**config.mk**
```make
export PLATFORM = sky130hd
export DESIGN_NAME = diag_reciprocal
export DESIGN_NICKNAME = d
export VERILOG_FILES = /design/src/rtl/jacobi_pkg.sv /design/src/rtl/recip_div_core.sv /design/src/rtl/diag_reciprocal.sv
export SDC_FILE = /design/constraint.sdc
export NUM_CORES = 1
export LEC_CHECK = 0
export BUFFER_PORTS_ARGS = -buffer_cell sky130_fd_sc_hd__buf_2
export CAP_MARGIN = 30
export CORE_MARGIN = 5
export CORE_UTILIZATION = 35
export CTS_CLUSTER_SIZE = 25
export DETAILED_ROUTE_END_ITERATION = 8
export GPL_TIMING_DRIVEN = 0
export PLACE_DENSITY = 0.59
export SYNTH_ARGS = -nofsm -noshare
export SYNTH_HDL_FRONTEND = slang
export SYNTH_SLANG_ARGS = --single-unit
```
**constraint.sdc**
```tcl
create_clock -name clk -period 9.5 [get_ports clk]
set_input_delay 1.425 -clock clk [delete_from_list [all_inputs] [get_ports clk]]
set_output_delay 1.425 -clock clk [all_outputs]
set_load 0.03 [all_outputs]
```
**src/rtl/jacobi_pkg.sv**
```systemverilog
// Shared fixed-point constants, types and state encoding for the Jacobi solver
// and its diagonal-reciprocal feeder.
package jacobi_pkg;

    localparam int DEF_PRECISION = 16;
    localparam int DEF_POINT     = 8;

    function automatic int calc_n(input int precision, input int point);
        return precision + point;
    endfunction

    // Quotient bits needed for 2^(2*POINT) / |d| when |d| >= 1.
    function automatic int calc_qbits(input int point);
        return 2 * point + 1;
    endfunction

    localparam int DEF_N = calc_n(DEF_PRECISION, DEF_POINT);

    typedef logic signed [DEF_N-1:0] fx_t;

    typedef enum logic [2:0] {
        IDLE,
        LOAD,
        DIVIDE,
        FINISH,
        DONE
    } recip_state_t;

endpackage

```
**src/rtl/recip_div_core.sv**
```systemverilog
// Sequential unsigned restoring divider: one quotient bit per cycle, MSB first,
// DW cycles per pass after the load edge.
module recip_div_core #(
    parameter int DW = 17,
    parameter int VW = 25
) (
    input  logic          i_clk,
    input  logic          i_rst,
    input  logic          i_load,
    input  logic [DW-1:0] i_dividend,
    input  logic [VW-1:0] i_divisor,
    output logic          o_busy,
    output logic          o_done,
    output logic [DW-1:0] o_quot
);

    localparam int CW = (DW > 1) ? $clog2(DW) : 1;

    logic [DW-1:0] r_dvd;
    logic [VW-1:0] r_divisor;
    logic [VW-1:0] r_rem;
    logic [DW-1:0] r_quot;
    logic [CW-1:0] r_cnt;
    logic          r_busy;

    logic [VW:0]   w_shift;
    logic [VW:0]   w_sub;
    logic          w_ge;

    // Handshake: i_load is taken only while o_busy is low; o_done is high in the
    // cycle whose closing edge retires the last quotient bit, after which o_quot holds.
    assign w_shift = {r_rem, r_dvd[DW-1]};
    assign w_ge    = (w_shift >= {1'b0, r_divisor});
    assign w_sub   = w_shift - {1'b0, r_divisor};

    assign o_busy  = r_busy;
    assign o_done  = r_busy && (r_cnt == '0);
    assign o_quot  = r_quot;

    always_ff @(posedge i_clk or posedge i_rst) begin
        if (i_rst) begin
            r_dvd     <= '0;
            r_divisor <= '0;
            r_rem     <= '0;
            r_quot    <= '0;
            r_cnt     <= '0;
            r_busy    <= 1'b0;
        end else if (i_load && !r_busy) begin
            r_dvd     <= i_dividend;
            r_divisor <= i_divisor;
            r_rem     <= '0;
            r_quot    <= '0;
            r_cnt     <= CW'(DW - 1);
            r_busy    <= 1'b1;
        end else if (r_busy) begin
            r_dvd  <= {r_dvd[DW-2:0], 1'b0};
            r_rem  <= w_ge ? w_sub[VW-1:0] : w_shift[VW-1:0];
            r_quot <= {r_quot[DW-2:0], w_ge};
            r_cnt  <= r_cnt - 1'b1;
            if (r_cnt == '0) begin
                r_busy <= 1'b0;
            end
        end
    end

endmodule

```
**src/rtl/diag_reciprocal.sv**
```systemverilog
// Computes recip[i] = 1/diag[i] in signed Q(PRECISION.POINT) for every diagonal
// element, serially through one shared restoring divider.
module diag_reciprocal
    import jacobi_pkg::*;
#(
    parameter int   SIZE      = 3,
    parameter int   PRECISION = DEF_PRECISION,
    parameter int   POINT     = DEF_POINT,
    localparam int  N         = calc_n(PRECISION, POINT)
) (
    input  logic                clk,
    input  logic                I_RST,
    input  logic                start,
    input  logic signed [N-1:0] diag [SIZE],
    output logic signed [N-1:0] recip [SIZE],
    output logic                ready,
    output logic                busy,
    output logic [SIZE-1:0]     div_zero,
    output recip_state_t        o_dbg_state
);

    localparam int QBITS = calc_qbits(POINT);
    localparam int IW    = (SIZE > 1) ? $clog2(SIZE) : 1;
    localparam logic [QBITS-1:0]  DIVIDEND = {1'b1, {(2*POINT){1'b0}}};
    localparam logic signed [N-1:0] MAXV   = {1'b0, {(N-1){1'b1}}};

    recip_state_t        r_state;
    recip_state_t        w_next;
    logic signed [N-1:0] r_diag  [SIZE];
    logic signed [N-1:0] r_recip [SIZE];
    logic [IW-1:0]       r_idx;
    logic                r_ready;
    logic                r_busy;
    logic [SIZE-1:0]     r_div_zero;
    logic                r_sign;
    logic                r_zero;

    logic signed [N-1:0] w_d;
    logic [N:0]          w_d_ext;
    logic [N:0]          w_mag;
    logic                w_div_load;
    logic                w_div_busy;
    logic                w_div_done;
    logic [QBITS-1:0]    w_quot;
    logic [N:0]          w_q_ext;
    logic signed [N-1:0] w_result;
    logic                w_last;

    // start is a one-cycle request honoured only in IDLE/DONE; ready qualifies recip.
    assign w_d        = r_diag[r_idx];
    assign w_d_ext    = {w_d[N-1], w_d};
    assign w_mag      = w_d[N-1] ? -w_d_ext : w_d_ext;
    assign w_div_load = (r_state == LOAD) && !w_div_busy;
    assign w_q_ext    = (N+1)'(w_quot);
    assign w_last     = (r_idx == IW'(SIZE - 1));

    recip_div_core #(
        .DW (QBITS),
        .VW (N + 1)
    ) u_div (
        .i_clk      (clk),
        .i_rst      (I_RST),
        .i_load     (w_div_load),
        .i_dividend (DIVIDEND),
        .i_divisor  (w_mag),
        .o_busy     (w_div_busy),
        .o_done     (w_div_done),
        .o_quot     (w_quot)
    );

    always_comb begin
        w_result = MAXV;
        if (!r_zero) begin
            if (w_q_ext > {1'b0, MAXV}) begin
                w_result = r_sign ? -MAXV : MAXV;
            end else begin
                w_result = r_sign ? -w_q_ext[N-1:0] : w_q_ext[N-1:0];
            end
        end
    end

    always_comb begin
        w_next = r_state;
        case (r_state)
            IDLE, DONE: if (start) w_next = LOAD;
            LOAD:       w_next = DIVIDE;
            DIVIDE:     if (w_div_done) w_next = FINISH;
            FINISH:     w_next = w_last ? DONE : LOAD;
            default:    w_next = IDLE;
        endcase
    end

    always_ff @(posedge clk or posedge I_RST) begin
        if (I_RST) begin
            r_state <= IDLE;
        end else begin
            r_state <= w_next;
        end
    end

    always_ff @(posedge clk or posedge I_RST) begin
        if (I_RST) begin
            r_idx      <= '0;
            r_ready    <= 1'b0;
            r_busy     <= 1'b0;
            r_div_zero <= '0;
            r_sign     <= 1'b0;
            r_zero     <= 1'b0;
            for (int i = 0; i < SIZE; i++) begin
                r_diag[i]  <= '0;
                r_recip[i] <= '0;
            end
        end else begin
            case (r_state)
                IDLE, DONE: begin
                    if (start) begin
                        for (int i = 0; i < SIZE; i++) begin
                            r_diag[i] <= diag[i];
                        end
                        r_idx      <= '0;
                        r_ready    <= 1'b0;
                        r_busy     <= 1'b1;
                        r_div_zero <= '0;
                    end
                end
                LOAD: begin
                    r_sign <= w_d[N-1];
                    r_zero <= (w_d == '0);
                end
                FINISH: begin
                    r_recip[r_idx]    <= w_result;
                    r_div_zero[r_idx] <= r_zero;
                    if (w_last) begin
                        r_ready <= 1'b1;
                        r_busy  <= 1'b0;
                    end else begin
                        r_idx <= r_idx + 1'b1;
                    end
                end
                default: ;
            endcase
        end
    end

    assign recip       = r_recip;
    assign ready       = r_ready;
    assign busy        = r_busy;
    assign div_zero    = r_div_zero;
    assign o_dbg_state = r_state;

endmodule

```
==> results of run 1 <==
## path summary, 6_finish.rpt
check                           cells past startpoint                   to  slack, ps
worst max-delay path                               10      u_div.r_rem[24]       6310
worst min-delay path                                2            recip[60]        470
worst max register to register                     10      u_div.r_rem[24]       6310
worst min register to register                      2            recip[60]        470
max in group asynchronous                           3  u_div.r_divisor[24]       7400
min in group asynchronous                           2       u_div.r_rem[4]       1030
## where the power goes
part           switching, µW  total (µW)  internal [µW]
Sequential               100        1200           1100
Combinational            636        1140            504
Clock                    394         991            597
Total                   1130        3330           2200
## critical path, cell delays in order, from the launching register on
cell and delay (ps):
sky130_fd_sc_hd__dfrtp_1 410, sky130_fd_sc_hd__ha_1 240, sky130_fd_sc_hd__fa_1 400, sky130_fd_sc_hd__nand2b_1 160, sky130_fd_sc_hd__a21oi_1 330, sky130_fd_sc_hd__a311oi_1 290
sky130_fd_sc_hd__nor4_1 470, sky130_fd_sc_hd__nor3_1 150, sky130_fd_sc_hd__o21ai_0 330, sky130_fd_sc_hd__mux2i_1 220, sky130_fd_sc_hd__nand2_1 70
## state kept, by name (all words and copies together), names as in the netlist
name,count
recip,72
u_div.o_busy,1
r_sign,1
ready,1
o_dbg_state,3
u_div.r_rem,25
u_div.r_cnt,5
r_zero,1
r_diag,72
busy,1
r_idx,2
u_div.r_dvd,1
u_div.o_quot,17
u_div.r_divisor,25
div_zero,3
## placed cells by master, fill, tap and decap left out, types with 6 or more instances in the layout
| cell | Yosys | layout |
|---|---|---|
| sky130_fd_sc_hd__mux2_4 | 6 | 6 |
| sky130_fd_sc_hd__or3_1 | 6 | 6 |
| sky130_fd_sc_hd__dfrtp_1 | 230 | 230 |
| sky130_fd_sc_hd__buf_2 | 5 | 159 |
| sky130_fd_sc_hd__mux2i_1 | 38 | 38 |
| sky130_fd_sc_hd__o21ai_0 | 114 | 114 |
| sky130_fd_sc_hd__o21a_1 | 13 | 13 |
| sky130_fd_sc_hd__o2bb2ai_1 | 15 | 15 |
| sky130_fd_sc_hd__clkbuf_16 | 0 | 27 |
| sky130_fd_sc_hd__a21o_1 | 15 | 15 |
| sky130_fd_sc_hd__xnor2_1 | 36 | 36 |
| sky130_fd_sc_hd__nor3_1 | 7 | 6 |
| sky130_fd_sc_hd__nor2b_1 | 9 | 9 |
| sky130_fd_sc_hd__nor2_1 | 84 | 84 |
| sky130_fd_sc_hd__nand2_1 | 393 | 393 |
| sky130_fd_sc_hd__a21oi_1 | 56 | 56 |
| sky130_fd_sc_hd__clkbuf_8 | 0 | 7 |
| sky130_fd_sc_hd__ha_1 | 32 | 32 |
| sky130_fd_sc_hd__o211ai_1 | 6 | 6 |
| sky130_fd_sc_hd__o31ai_1 | 7 | 7 |
| sky130_fd_sc_hd__clkbuf_1 | 63 | 70 |
| sky130_fd_sc_hd__xor2_1 | 19 | 19 |
| sky130_fd_sc_hd__inv_1 | 40 | 39 |
| sky130_fd_sc_hd__a22o_1 | 9 | 9 |
| sky130_fd_sc_hd__o21ai_1 | 7 | 7 |
| sky130_fd_sc_hd__nand3_1 | 15 | 15 |
| sky130_fd_sc_hd__a31oi_1 | 11 | 11 |
| sky130_fd_sc_hd__nand2b_1 | 11 | 11 |
## layout make-up
class	count	area, µm²
Inverter	40	158
Multi-Input combinational cell	981	5560
Fill cell	3399	19400
Timing Repair Buffer	155	798
Tap cell	448	561
Clock buffer	41	798
Clock inverter	4	45.0
Sequential cell	230	5760
Buffer	75	329
## cell families after synthesis
logic type / count (synthesis)
AOI/OAI and AO/OA: 282
xor gates and xnor gates: 55
adders and majority gates: 33
buffers and inverters: 115
DFF: 230
muxes: 46
and+or+nand+nor: 565
## through the flow
step	setup TNS (ps)	hold slack, ps	worst slack [ps]	util, %
global route	0	488	6080	42.0
global placement	-242370	456	-1070	39.3
CTS	0	476	6280	42.0
detailed placement	0	462	6300	39.4
finish	0	468	6310	42.0
floorplan	0	445	1770	-
## metal layers
metal	track usage (%)	up-vias	share of wire, %
met5	0	-	0
met4	3.99	0	2.0
met3	2.35	35	4.1
met2	28.1	203	47
met1	23.0	4611	47
li1	-	4807	-
==> results.txt, run 1 <==
----------------------------------------------------
[Pwr]
  Leakage ... 0.00690 µW
  Tot Pwr ... 3330 µW
  Power density over the cells ... 238 mW/mm²
  Peak VDD IR ... 131 µV

[Logic synthesis]
  Proportion of synthesized area in mux cells ... 4.18%
  Ys flop type ... sky130_fd_sc_hd__dfrtp_1
  Post-synthesis net count ... 1,434
  Sequential area share after synthesis ... 48.8%
  FFs w/ async S/R, synth ... 100%
  Number of flops mapped to enable cells by yosys ... 0
  Combinational family with the most area after synthesis ... simple AND/OR/NAND/NOR gates
  Commonest cells in the netlist ... sky130_fd_sc_hd__nand2_1 (393), sky130_fd_sc_hd__dfrtp_1 (230), sky130_fd_sc_hd__o21ai_0 (114), sky130_fd_sc_hd__nor2_1 (84), sky130_fd_sc_hd__clkbuf_1 (63)
  Synth area leader ... sky130_fd_sc_hd__dfrtp_1
  Ys Warns ... 0
  Mean cell area of the mapped netlist ... 8.89 µm²
  Adder-cell area share of the yosys netlist ... 3.57%
  Gate count after technology mapping ... 1,326
  Flip-flop and latch count after synthesis ... 230
  Compound-cell area share of the yosys netlist ... 15.1%
  Netlist area before placement ... 0.0118 mm²
  Count leader, synth ... sky130_fd_sc_hd__nand2_1
  Share of Yosys cell area claimed by the top area cell type ... 48.8%
  Synthesized-area fraction occupied by and/or/nand/nor cells ... 20.2%
  Yosys cell types ... 68
  Synth area leaders ... sky130_fd_sc_hd__dfrtp_1 (49%), sky130_fd_sc_hd__nand2_1 (13%), sky130_fd_sc_hd__o21ai_0 (4.8%)
  Post-Synth XOR/XNOR Area ... 4.09%

[Outcome]
  Run status ... completed

[Timing]
  Slew of the pin with the lowest slew margin ... 946 ps
  Final Critical Period ... 3190 ps
  Setup violation total in the final timing report ... 0
  Setup repair after global routing missed its margin ... false
  Highest achievable clock rate ... 313 MHz
  Max_slew headroom ... 36.0%
  Number of hold-slack violations in the final timing report ... 0
  Crit share post-route ... 33.6%
  Worst clock skew ... 6.04 ps
  Final Max Slew Viols ... 0

[Route]
  DR WL/cell ... 16.3 µm
  Via total after detailed routing ... 9,656
  Detailed-routing iteration count for the pre-antenna-repair pass ... 7
  Antenna violation net count after detailed routing ... 0
  Average via count per standard cell ... 4.89
  Wire length after detailed routing ... 32,200 µm
  DRC violation count after routing ... 0
  DRT iter0 DRCs ... 589

[Placed design]
  Post-detailed-placement half-perimeter wirelength ... 24,300 µm
  Post-place instance area ... 0.0132 mm²
  Quantity of I/O buffers inserted on ports ... 154
  Final weighted congestion in routability-driven placement ... 0.897
  Placed instance count ... 1,929

[Floorplanning]
  Height of the die ... 194 µm
  Number of standard-cell rows in the floorplan ... 67
  Starting density of the core ... 35.3%
  Area of the core region ... 0.0334 mm²
  Ports ... 155
  X dimension of the die ... 194 µm
  Floorplan die area ... 0.0375 mm²

[Worst hold path]
  Worst min-delay path startpoint ... recip[60]
  Hold Crit Class ... flop to flop

[Setup path]
  Element type at the critical path end ... flop
  Crit path DAT ... 3610 ps
  Source of the worst register-to-register timing path ... u_div.r_divisor[0]
  CP Max Fanout ... 4
  Worst Setup Start Kind ... flop
  Setup Crit Path Kind ... flop to flop
  Required time at the worst-slack endpoint ... 9910 ps
  Startpoint of the most critical setup path ... u_div.r_divisor[0]

[Cells and area]
  Net count, final ... 1,617
  Final design instance area without fill ... 0.0140 mm²
  Area grow syn2layout ... 18.8%
  Layout cell share with drive strength beyond 1 ... 15.7%
  Final std cells w/o fill ... 1,974
  Antenna diodes ... 0

[Clocking]
  Number of H-tree levels ... 1
  Clock-pin slew on the worst setup and hold paths ... 60 ps
  TritonCTS clock tree ... yes
  Total setup buffers inserted after CTS ... 0
  Clk sink count ... 230
  Total clock buffers created by CTS ... 26
  Quantity of hold-fixing buffers added after cts ... 0
  Clock latency of the later-clocked register in the worst-skew pair ... 530 ps
  Clock tree root buffer cell ... sky130_fd_sc_hd__clkbuf_16
  Post-CTS sizing ... 0
  Number of buffers on the longest clock path ... 3

[Global route]
  Wire length of the first global-routing pass ... 52,400 µm
  All-layer global routing usage ... 16.7%
  Pin count of the biggest net entering global routing ... 118
  Initial antenna violation count ... 0
  Vias in the first global route ... 9,671
  Total congestion overflow after global routing ... 0

[Job]
  Max-cap violation count ... 0

----------------------------------------------------
No activity file was read; power rests on OpenSTA's default activity.
==> run 2: changes to the inputs <==
==> constraint.sdc (replaced) <==
create_clock -name clk -period 3.1 [get_ports clk]
set_input_delay 0.465 -clock clk [delete_from_list [all_inputs] [get_ports clk]]
set_output_delay 0.465 -clock clk [all_outputs]
set_load 0.03 [all_outputs]
==> run 2 against run 1 <==
Against the previous run:
- combinational power rose to 3.2 times the previous value
- core utilization rose by 0.50 points
- via count rose by 0.20%
- sequential share of layout area fell by 0.48 points
- clock skew rose by 9.5 ps
- worst setup slack got worse by 6200 ps
- clock power rose to 3.0 times the previous value
- final area rose by 1.2%
- clock-buffer cell count fell by 2
- die area did not move
- largest cell class unchanged
- largest power group unchanged
==> results.txt, run 2 (synthesized netlist as in run 1, its figures left out) <==
----------------------------------------------------
[Setup path]
  Element type at the critical path end ... flop (unchanged)
  Sum of buffers and inverters on the critical path ... 1 (was 0)
  Crit path DAT ... 3380 ps (was 3610 ps)
  Worst Setup Start Kind ... flop (unchanged)
  Setup Crit Path Kind ... flop to flop (unchanged)
  CP Max Fanout ... 10 (was 4)
  Cell depth of the worst setup path ... 11 (was 10)
  Worst path top cell family by delay ... compound AO/OA/AOI/OAI gates (unchanged)
  Source of the worst register-to-register timing path ... u_div.r_divisor[0] (unchanged)
  Max stage delay on crit path ... 410 ps (was 470 ps)
  Master of the slowest instance on the critical path ... sky130_fd_sc_hd__dfrtp_1 (was sky130_fd_sc_hd__nor4_1)
  Cells along the critical path ... ha_1 -> fa_1 -> nand2b_1 -> a21oi_4 -> a311oi_4 -> o31ai_4 -> o21ai_4 -> nand2_4 -> buf_4 -> nand2_1 -> o21ai_0 (was ha_1 -> fa_1 -> nand2b_1 -> a21oi_1 -> a311oi_1 -> nor4_1 -> nor3_1 -> o21ai_0 -> mux2i_1 -> nand2_1)
  Startpoint of the most critical setup path ... u_div.r_divisor[0] (unchanged)
  Required time at the worst-slack endpoint ... 3530 ps (was 9910 ps)
  Worst r2r path cells ... 11 (was 10)

[Floorplanning]
  Number of standard-cell rows in the floorplan ... 67 (unchanged)
  Ports ... 155 (unchanged)
  Starting density of the core ... 35.3% (unchanged)
  X dimension of the die ... 194 µm (unchanged)
  Area of the core region ... 0.0334 mm² (unchanged)
  Height of the die ... 194 µm (unchanged)
  Floorplan die area ... 0.0375 mm² (unchanged)

[Global route]
  Total congestion overflow after global routing ... 0 (unchanged)
  Pin count of the biggest net entering global routing ... 41 (was 118)
  All-layer global routing usage ... 16.9% (was 16.7%)
  Wire length of the first global-routing pass ... 53,000 µm (was 52,400 µm)
  Vias in the first global route ... 9,746 (was 9,671)
  Initial antenna violation count ... 0 (unchanged)

[Timing]
  Worst clock skew ... 15.6 ps (was 6.04 ps)
  Max_slew headroom ... 31.3% (was 36.0%)
  Number of hold-slack violations in the final timing report ... 0 (unchanged)
  Setup repair after global routing missed its margin ... true (was false)
  Slew of the pin with the lowest slew margin ... 1020 ps (was 946 ps)
  Final Max Slew Viols ... 0 (unchanged)
  Final Critical Period ... 2950 ps (was 3190 ps)
  Highest achievable clock rate ... 340 MHz (was 313 MHz)
  Setup violation total in the final timing report ... 0 (unchanged)
  Final worst setup slack ... 155 ps (was 6310 ps)
  Worst Hold Slack ... 113 ps (was 468 ps)
  Crit share post-route ... 95.0% (was 33.6%)

[Route]
  Wire length after detailed routing ... 32,200 µm (about the same)
  Detailed-routing iteration count for the pre-antenna-repair pass ... 5 (was 7)
  DRT iter0 DRCs ... 529 (was 589)
  Average via count per standard cell ... 4.88 (was 4.89)
  DRC violation count after routing ... 0 (unchanged)
  DR WL/cell ... 16.2 µm (was 16.3 µm)
  Antenna violation net count after detailed routing ... 0 (unchanged)
  Via total after detailed routing ... 9,675 (was 9,656)

[Clocking]
  Number of buffers on the longest clock path ... 3 (unchanged)
  Total clock buffers created by CTS ... 26 (unchanged)
  Clk sink count ... 230 (unchanged)
  Clock tree root buffer cell ... sky130_fd_sc_hd__clkbuf_16 (unchanged)
  Clock-pin slew on the worst setup and hold paths ... 60 ps (about the same)
  Number of H-tree levels ... 1 (unchanged)
  TritonCTS clock tree ... yes (unchanged)
  Clock latency of the later-clocked register in the worst-skew pair ... 540 ps (was 530 ps)

[Pwr]
  Leakage ... 0.00696 µW (was 0.00690 µW)
  Peak VDD IR ... 424 µV (was 131 µV)
  Power density over the cells ... 727 mW/mm² (was 238 mW/mm²)

[Worst hold path]
  Count of cells along the worst hold path ... 3 (was 2)
  Worst min-delay path startpoint ... diag[3] (was recip[60])
  Hold Crit Class ... input pin to flop (was flop to flop)

[Cells and area]
  Antenna diodes ... 0 (unchanged)
  Area grow syn2layout ... 20.2% (was 18.8%)
  Net count, final ... 1,626 (was 1,617)
  Filler Cell Count ... 3,391 (was 3,399)
  Most common cell after layout, fill and taps aside ... sky130_fd_sc_hd__nand2_1 (unchanged)
  Commonest cells after routing, fill and taps aside ... sky130_fd_sc_hd__nand2_1 (393), sky130_fd_sc_hd__dfrtp_1 (230), sky130_fd_sc_hd__buf_2 (160) (was sky130_fd_sc_hd__nand2_1 (393), sky130_fd_sc_hd__dfrtp_1 (230), sky130_fd_sc_hd__buf_2 (159))
  Layout cell share with drive strength beyond 1 ... 16.2% (was 15.7%)
  Post-route core utilization ... 42.5% (was 42.0%)

[Job]
  Max-cap violation count ... 0 (unchanged)

[Placed design]
  Post-detailed-placement half-perimeter wirelength ... 24,800 µm (was 24,300 µm)
  Quantity of I/O buffers inserted on ports ... 154 (unchanged)
  Worst setup slack after placement ... -57.9 ps (was 6300 ps)
  Final weighted congestion in routability-driven placement ... 0.894 (was 0.897)

[Outcome]
  Run status ... completed (unchanged)

----------------------------------------------------
[run 2: path summary, 6_finish.rpt]
path | slack (ps) | endpoint
worst max-delay path | 150 | u_div.r_rem[18]
worst min-delay path | 110 | r_diag[3]
worst max register to register | 150 | u_div.r_rem[18]
worst min register to register | 470 | r_diag[52]
max in group asynchronous | 1590 | r_diag[16]
min in group asynchronous | 550 | u_div.r_rem[5]
[run 2: cell type report]
class	count	area [µm²]	share of cell area, %
multi-input cells	981	5590	39.5
flip-flops and latches	230	5760	40.6
well taps	448	561	3.96
clock inverters	4	58.8	0.415
repair buffers	164	941	6.64
inverters	40	154	1.09
clock buffers	39	779	5.50
plain buffers	75	329	2.32
[run 2: power by group]
part	switching, µW	internal, µW	leakage, µW
Sequential	302	3380	0.00294
Combinational	2000	1600	0.00361
Clock	1210	1800	0.000409
Total	3510	6780	0.00696
[run 2: repair_timing]
| item | CTS | global route |
|---|---|---|
| hold buffers | 1 | 0 |
| endpoints found under the setup margin | 12 | 23 |
| pin swaps | 0 | 1 |
| endpoints found under the hold margin | 21 | 0 |
| gates resized for setup | 1 | 4 |
| buffers inserted | 0 | 1 |
[run 2: metal layers]
| metal | track usage, % | wire (µm) | share of wire (%) | vias to the layer above |
|---|---|---|---|---|
| li1 | - | - | - | 4829 |
| met1 | 23.4 | 15000 | 47 | 4584 |
| met2 | 27.7 | 15000 | 47 | 212 |
| met3 | 2.61 | 1300 | 4.0 | 50 |
| met4 | 4.72 | 793 | 2.5 | 0 |
| met5 | 0 | 0 | 0 | - |
[run 2: worst reg2reg max path: stages, from the launching register on]
cell	delay [ps]
sky130_fd_sc_hd__dfrtp_1	410
sky130_fd_sc_hd__ha_1	230
sky130_fd_sc_hd__fa_1	390
sky130_fd_sc_hd__nand2b_1	200
sky130_fd_sc_hd__a21oi_4	210
sky130_fd_sc_hd__a311oi_4	160
sky130_fd_sc_hd__o31ai_4	330
sky130_fd_sc_hd__o21ai_4	110
sky130_fd_sc_hd__nand2_4	160
sky130_fd_sc_hd__buf_4	250
sky130_fd_sc_hd__nand2_1	120
sky130_fd_sc_hd__o21ai_0	250
[run 2: per-stage QoR]
step / total power, µW / TNS [ps] / std cells / area, µm²
after global routing: 11000 / -21.0 / 1981 / 14200
final: 10300 / 0 / 1981 / 14200
after global placement: 7160 / -428460 / 1928 / 13100
after CTS: 10300 / 0 / 1980 / 14100
after floorplan: 6420 / -85780 / 1326 / 11800
after detailed placement: 7240 / -346 / 1936 / 13300
==> run 3: changes to the inputs <==
--- a/config.mk
+++ b/config.mk
@@ -9,10 +9,12 @@
 export CAP_MARGIN = 30
 export CORE_MARGIN = 5
 export CORE_UTILIZATION = 35
+export CTS_CLUSTER_DIAMETER = 100
 export CTS_CLUSTER_SIZE = 25
 export DETAILED_ROUTE_END_ITERATION = 8
 export GPL_TIMING_DRIVEN = 0
 export PLACE_DENSITY = 0.59
 export SYNTH_ARGS = -nofsm -noshare
 export SYNTH_HDL_FRONTEND = slang
+export SYNTH_HIERARCHICAL = 1
 export SYNTH_SLANG_ARGS = --single-unit
==> run 3 against run 2 <==
Against the previous run:
- core utilization decreased by 0.83 points
- maximum frequency is 2.1% lower
- combinational power increased by 4%
- global-route usage is 0.60 points lower
- worst setup slack got worse by 63 ps
- clock-buffer cell count shrank 24
- synthesized cell count grew 1.9%
- worst hold slack better by 40 ps
==> results.txt, run 3 <==
----------------------------------------------------
[Placed design]
  Worst setup slack after placement ... -263 ps (was -57.9 ps)
  Post-detailed-placement half-perimeter wirelength ... 24,600 µm (was 24,800 µm)
  Final weighted congestion in routability-driven placement ... 0.831 (was 0.894)
  Quantity of I/O buffers inserted on ports ... 154 (unchanged)

[Clocking]
  Number of H-tree levels ... 1 (unchanged)
  Total clock buffers created by CTS ... 14 (was 26)
  Clock latency of the later-clocked register in the worst-skew pair ... 500 ps (was 540 ps)
  Clock tree root buffer cell ... sky130_fd_sc_hd__clkbuf_16 (unchanged)
  Clock-pin slew on the worst setup and hold paths ... 100 ps (was 60 ps)
  TritonCTS clock tree ... yes (unchanged)
  Number of buffers on the longest clock path ... 3 (unchanged)
  Clk sink count ... 246 (was 230)

[Timing]
  Slew of the pin with the lowest slew margin ... 912 ps (was 1020 ps)
  Final Critical Period ... 3010 ps (was 2950 ps)
  Setup violation total in the final timing report ... 0 (unchanged)
  Crit share post-route ... 97.0% (was 95.0%)
  Worst clock skew ... 30.0 ps (was 15.6 ps)
  Number of hold-slack violations in the final timing report ... 0 (unchanged)
  Final worst setup slack ... 91.7 ps (was 155 ps)
  Final Max Slew Viols ... 0 (unchanged)
  Worst Hold Slack ... 153 ps (was 113 ps)
  Max_slew headroom ... 38.8% (was 31.3%)
  Highest achievable clock rate ... 332 MHz (was 340 MHz)

[Route]
  DRC violation count after routing ... 0 (unchanged)
  Amount of wire on met2 after detailed routing ... 15,100 µm (was 15,000 µm)
  Wire length after detailed routing ... 32,600 µm (was 32,200 µm)
  Detailed-routing iteration count for the pre-antenna-repair pass ... 5 (unchanged)
  DR WL/cell ... 16.2 µm (about the same)
  Uppermost metal layer occupied by signal nets ... met4 (unchanged)
  DRT iter0 DRCs ... 671 (was 529)
  Post-route met1 wirelength ... 15,500 µm (was 15,000 µm)
  Via total after detailed routing ... 10,200 (was 9,675)
  Average via count per standard cell ... 5.03 (was 4.88)
  Antenna violation net count after detailed routing ... 0 (unchanged)
  Met3 layer wire length in the routed design ... 1500 µm (was 1300 µm)

[Setup path]
  Crit path DAT ... 3370 ps (was 3380 ps)
  Required time at the worst-slack endpoint ... 3470 ps (was 3530 ps)
  CP Max Fanout ... 7 (was 10)
  Setup Crit Path Kind ... flop to flop (unchanged)
  Worst Setup Start Kind ... flop (unchanged)
  Element type at the critical path end ... flop (unchanged)

[Logic synthesis]
  Netlist area before placement ... 0.0125 mm² (was 0.0118 mm²)
  Commonest cells in the netlist ... sky130_fd_sc_hd__nand2_1 (381), sky130_fd_sc_hd__dfrtp_1 (246), sky130_fd_sc_hd__o21ai_0 (138), sky130_fd_sc_hd__clkbuf_1 (54), sky130_fd_sc_hd__nor2_1 (52) (was sky130_fd_sc_hd__nand2_1 (393), sky130_fd_sc_hd__dfrtp_1 (230), sky130_fd_sc_hd__o21ai_0 (114), sky130_fd_sc_hd__nor2_1 (84), sky130_fd_sc_hd__clkbuf_1 (63))
  Synthesized-area fraction occupied by and/or/nand/nor cells ... 18.4% (was 20.2%)
  Post-Synth XOR/XNOR Area ... 3.64% (was 4.09%)
  Number of flops mapped to enable cells by yosys ... 0 (unchanged)
  Proportion of synthesized area in mux cells ... 5.48% (was 4.18%)
  Synth area leader ... sky130_fd_sc_hd__dfrtp_1 (unchanged)
  Mean cell area of the mapped netlist ... 9.26 µm² (was 8.89 µm²)
  Synth area leaders ... sky130_fd_sc_hd__dfrtp_1 (49%), sky130_fd_sc_hd__nand2_1 (11%), sky130_fd_sc_hd__o21ai_0 (5.5%) (was sky130_fd_sc_hd__dfrtp_1 (49%), sky130_fd_sc_hd__nand2_1 (13%), sky130_fd_sc_hd__o21ai_0 (4.8%))
  Ys flop type ... sky130_fd_sc_hd__dfrtp_1 (unchanged)
  FFs w/ async S/R, synth ... 100% (unchanged)
  Share of Yosys cell area claimed by the top area cell type ... 49.2% (was 48.8%)
  Adder-cell area share of the yosys netlist ... 3.36% (was 3.57%)
  Compound-cell area share of the yosys netlist ... 15.7% (was 15.1%)
  Sequential area share after synthesis ... 49.2% (was 48.8%)
  Ys Warns ... 6 (was 0)
  Combinational family with the most area after synthesis ... simple AND/OR/NAND/NOR gates (unchanged)
  Gate count after technology mapping ... 1,351 (was 1,326)
  Flip-flop and latch count after synthesis ... 246 (was 230)
  Yosys cell types ... 73 (was 68)
  Count leader, synth ... sky130_fd_sc_hd__nand2_1 (unchanged)

[Cells and area]
  Antenna diodes ... 0 (unchanged)
  Area grow syn2layout ... 17.8% (was 20.2%)
  Layout cell share with drive strength beyond 1 ... 17.3% (was 16.2%)
  Net count, final ... 1,664 (was 1,626)
  Most common cell after layout, fill and taps aside ... sky130_fd_sc_hd__nand2_1 (unchanged)
  Commonest cells after routing, fill and taps aside ... sky130_fd_sc_hd__nand2_1 (381), sky130_fd_sc_hd__dfrtp_1 (246), sky130_fd_sc_hd__buf_2 (158) (was sky130_fd_sc_hd__nand2_1 (393), sky130_fd_sc_hd__dfrtp_1 (230), sky130_fd_sc_hd__buf_2 (160))
  Filler Cell Count ... 3,510 (was 3,391)

[Floorplanning]
  Starting density of the core ... 35.3% (about the same)
  Number of standard-cell rows in the floorplan ... 69 (was 67)
  X dimension of the die ... 199 µm (was 194 µm)
  Floorplan die area ... 0.0396 mm² (was 0.0375 mm²)
  Area of the core region ... 0.0354 mm² (was 0.0334 mm²)
  Ports ... 155 (unchanged)
  Height of the die ... 199 µm (was 194 µm)

[Pwr]
  Peak VDD IR ... 403 µV (was 424 µV)
  Leakage ... 0.00699 µW (was 0.00696 µW)
  Proportion of total power due to net switching ... 34.2% (was 34.1%)
  Internal Power ... 6250 µW (was 6780 µW)
  Power density over the cells ... 644 mW/mm² (was 727 mW/mm²)
  Proportion of power drawn by the clock network ... 21.0% (was 29.3%)
  Switching power ... 3250 µW (was 3510 µW)
  Comb pwr share ... 39.2% (was 34.9%)
  Sequential Power Share ... 39.7% (was 35.8%)

[Global route]
  Vias in the first global route ... 10,100 (was 9,746)
  Initial antenna violation count ... 0 (unchanged)
  Pin count of the biggest net entering global routing ... 66 (was 41)
  Total congestion overflow after global routing ... 0 (unchanged)
  Wire length of the first global-routing pass ... 53,400 µm (was 53,000 µm)
  All-layer global routing usage ... 16.3% (was 16.9%)

[Job]
  Max-cap violation count ... 0 (unchanged)

[Worst hold path]
  Hold Crit Class ... input pin to flop (unchanged)

[Outcome]
  Run status ... completed (unchanged)

----------------------------------------------------
## run 3: stage by stage
step / util (%) / total power [µW] / TNS (ps) / cells / cell area (µm²)
after CTS: 41.2 / 9320 / 0 / 2008 / 14600
final: 41.6 / 9500 / 0 / 2018 / 14700
after global placement: 39.3 / 7110 / -146130 / 1982 / 13900
after detailed placement: 39.7 / 7170 / -4690 / 1987 / 14000
after floorplan: - / 6440 / 0 / 1367 / 12600
after global routing: 41.6 / 10100 / -55.3 / 2018 / 14700
## run 3: routing by layer
metal,vias to the layer above,GRT usage [%]
met3,28,1.98
met5,-,0
li1,4964,-
met4,0,2.66
met2,188,27.1
met1,4970,23.3
## run 3: final timing paths
| check | from | endpoint | slack [ps] | cells after the start |
|---|---|---|---|---|
| worst max-delay path | u_div/r_rem[20] | u_div/r_rem[5] | 90 | 10 |
| worst min-delay path | diag[20] | r_diag[20] | 150 | 3 |
| worst max register to register | u_div/r_rem[20] | u_div/r_rem[5] | 90 | 10 |
| worst min register to register | recip[48] | recip[48] | 480 | 2 |
| max in group asynchronous | I_RST | r_diag[23] | 1420 | 7 |
| min in group asynchronous | I_RST | u_div/r_dvd[0] | 540 | 3 |
## run 3: layout make-up
type	count	area [µm²]	area share, %
Sequential cell	246	6160	41.8
Buffer	71	337	2.28
Clock buffer	15	375	2.55
Inverter	48	186	1.26
Tap cell	461	577	3.91
Timing Repair Buffer	173	1000	6.81
Clock inverter	2	36.3	0.246
Multi-Input combinational cell	1002	6070	41.2
## run 3: worst max-delay path, cell delays in order (launching register included)
cell	delay, ps
sky130_fd_sc_hd__dfrtp_1	440
sky130_fd_sc_hd__ha_4	340
sky130_fd_sc_hd__nand4_4	140
sky130_fd_sc_hd__nor4_4	330
sky130_fd_sc_hd__nand3_1	160
sky130_fd_sc_hd__or4_4	560
sky130_fd_sc_hd__nand3_2	120
sky130_fd_sc_hd__a21oi_4	80
sky130_fd_sc_hd__clkbuf_16	230
sky130_fd_sc_hd__mux2_4	290
sky130_fd_sc_hd__a22o_1	170
## run 3: cell families after synthesis
kind of cell / after synthesis
compound gates: 305
xor+xnor: 52
simple gates: 531
other cells: 2
flops: 246
buf+inv: 119
mux: 63
fa+ha+maj: 33
## run 3: power groups by stage
stage	logic, µW	registers (µW)	clock network (µW)
2_1_floorplan	2540	3890	0
6_report	3730	3770	2000
5_1_grt	4130	3810	2160
4_1_cts	3490	3760	2070
3_5_place_dp	3350	3820	0
3_3_place_gp	3300	3810	0
## run 3: timing repair
action | 4_1_cts | 5_1_grt
hold endpoints to repair | 17 | 0
setup endpoints to repair | 29 | 22
gates resized for setup | 13 | 16
buffers inserted | 3 | 9
hold buffers | 1 | 0
pin swaps | 5 | 8
gates cloned | 0 | 1
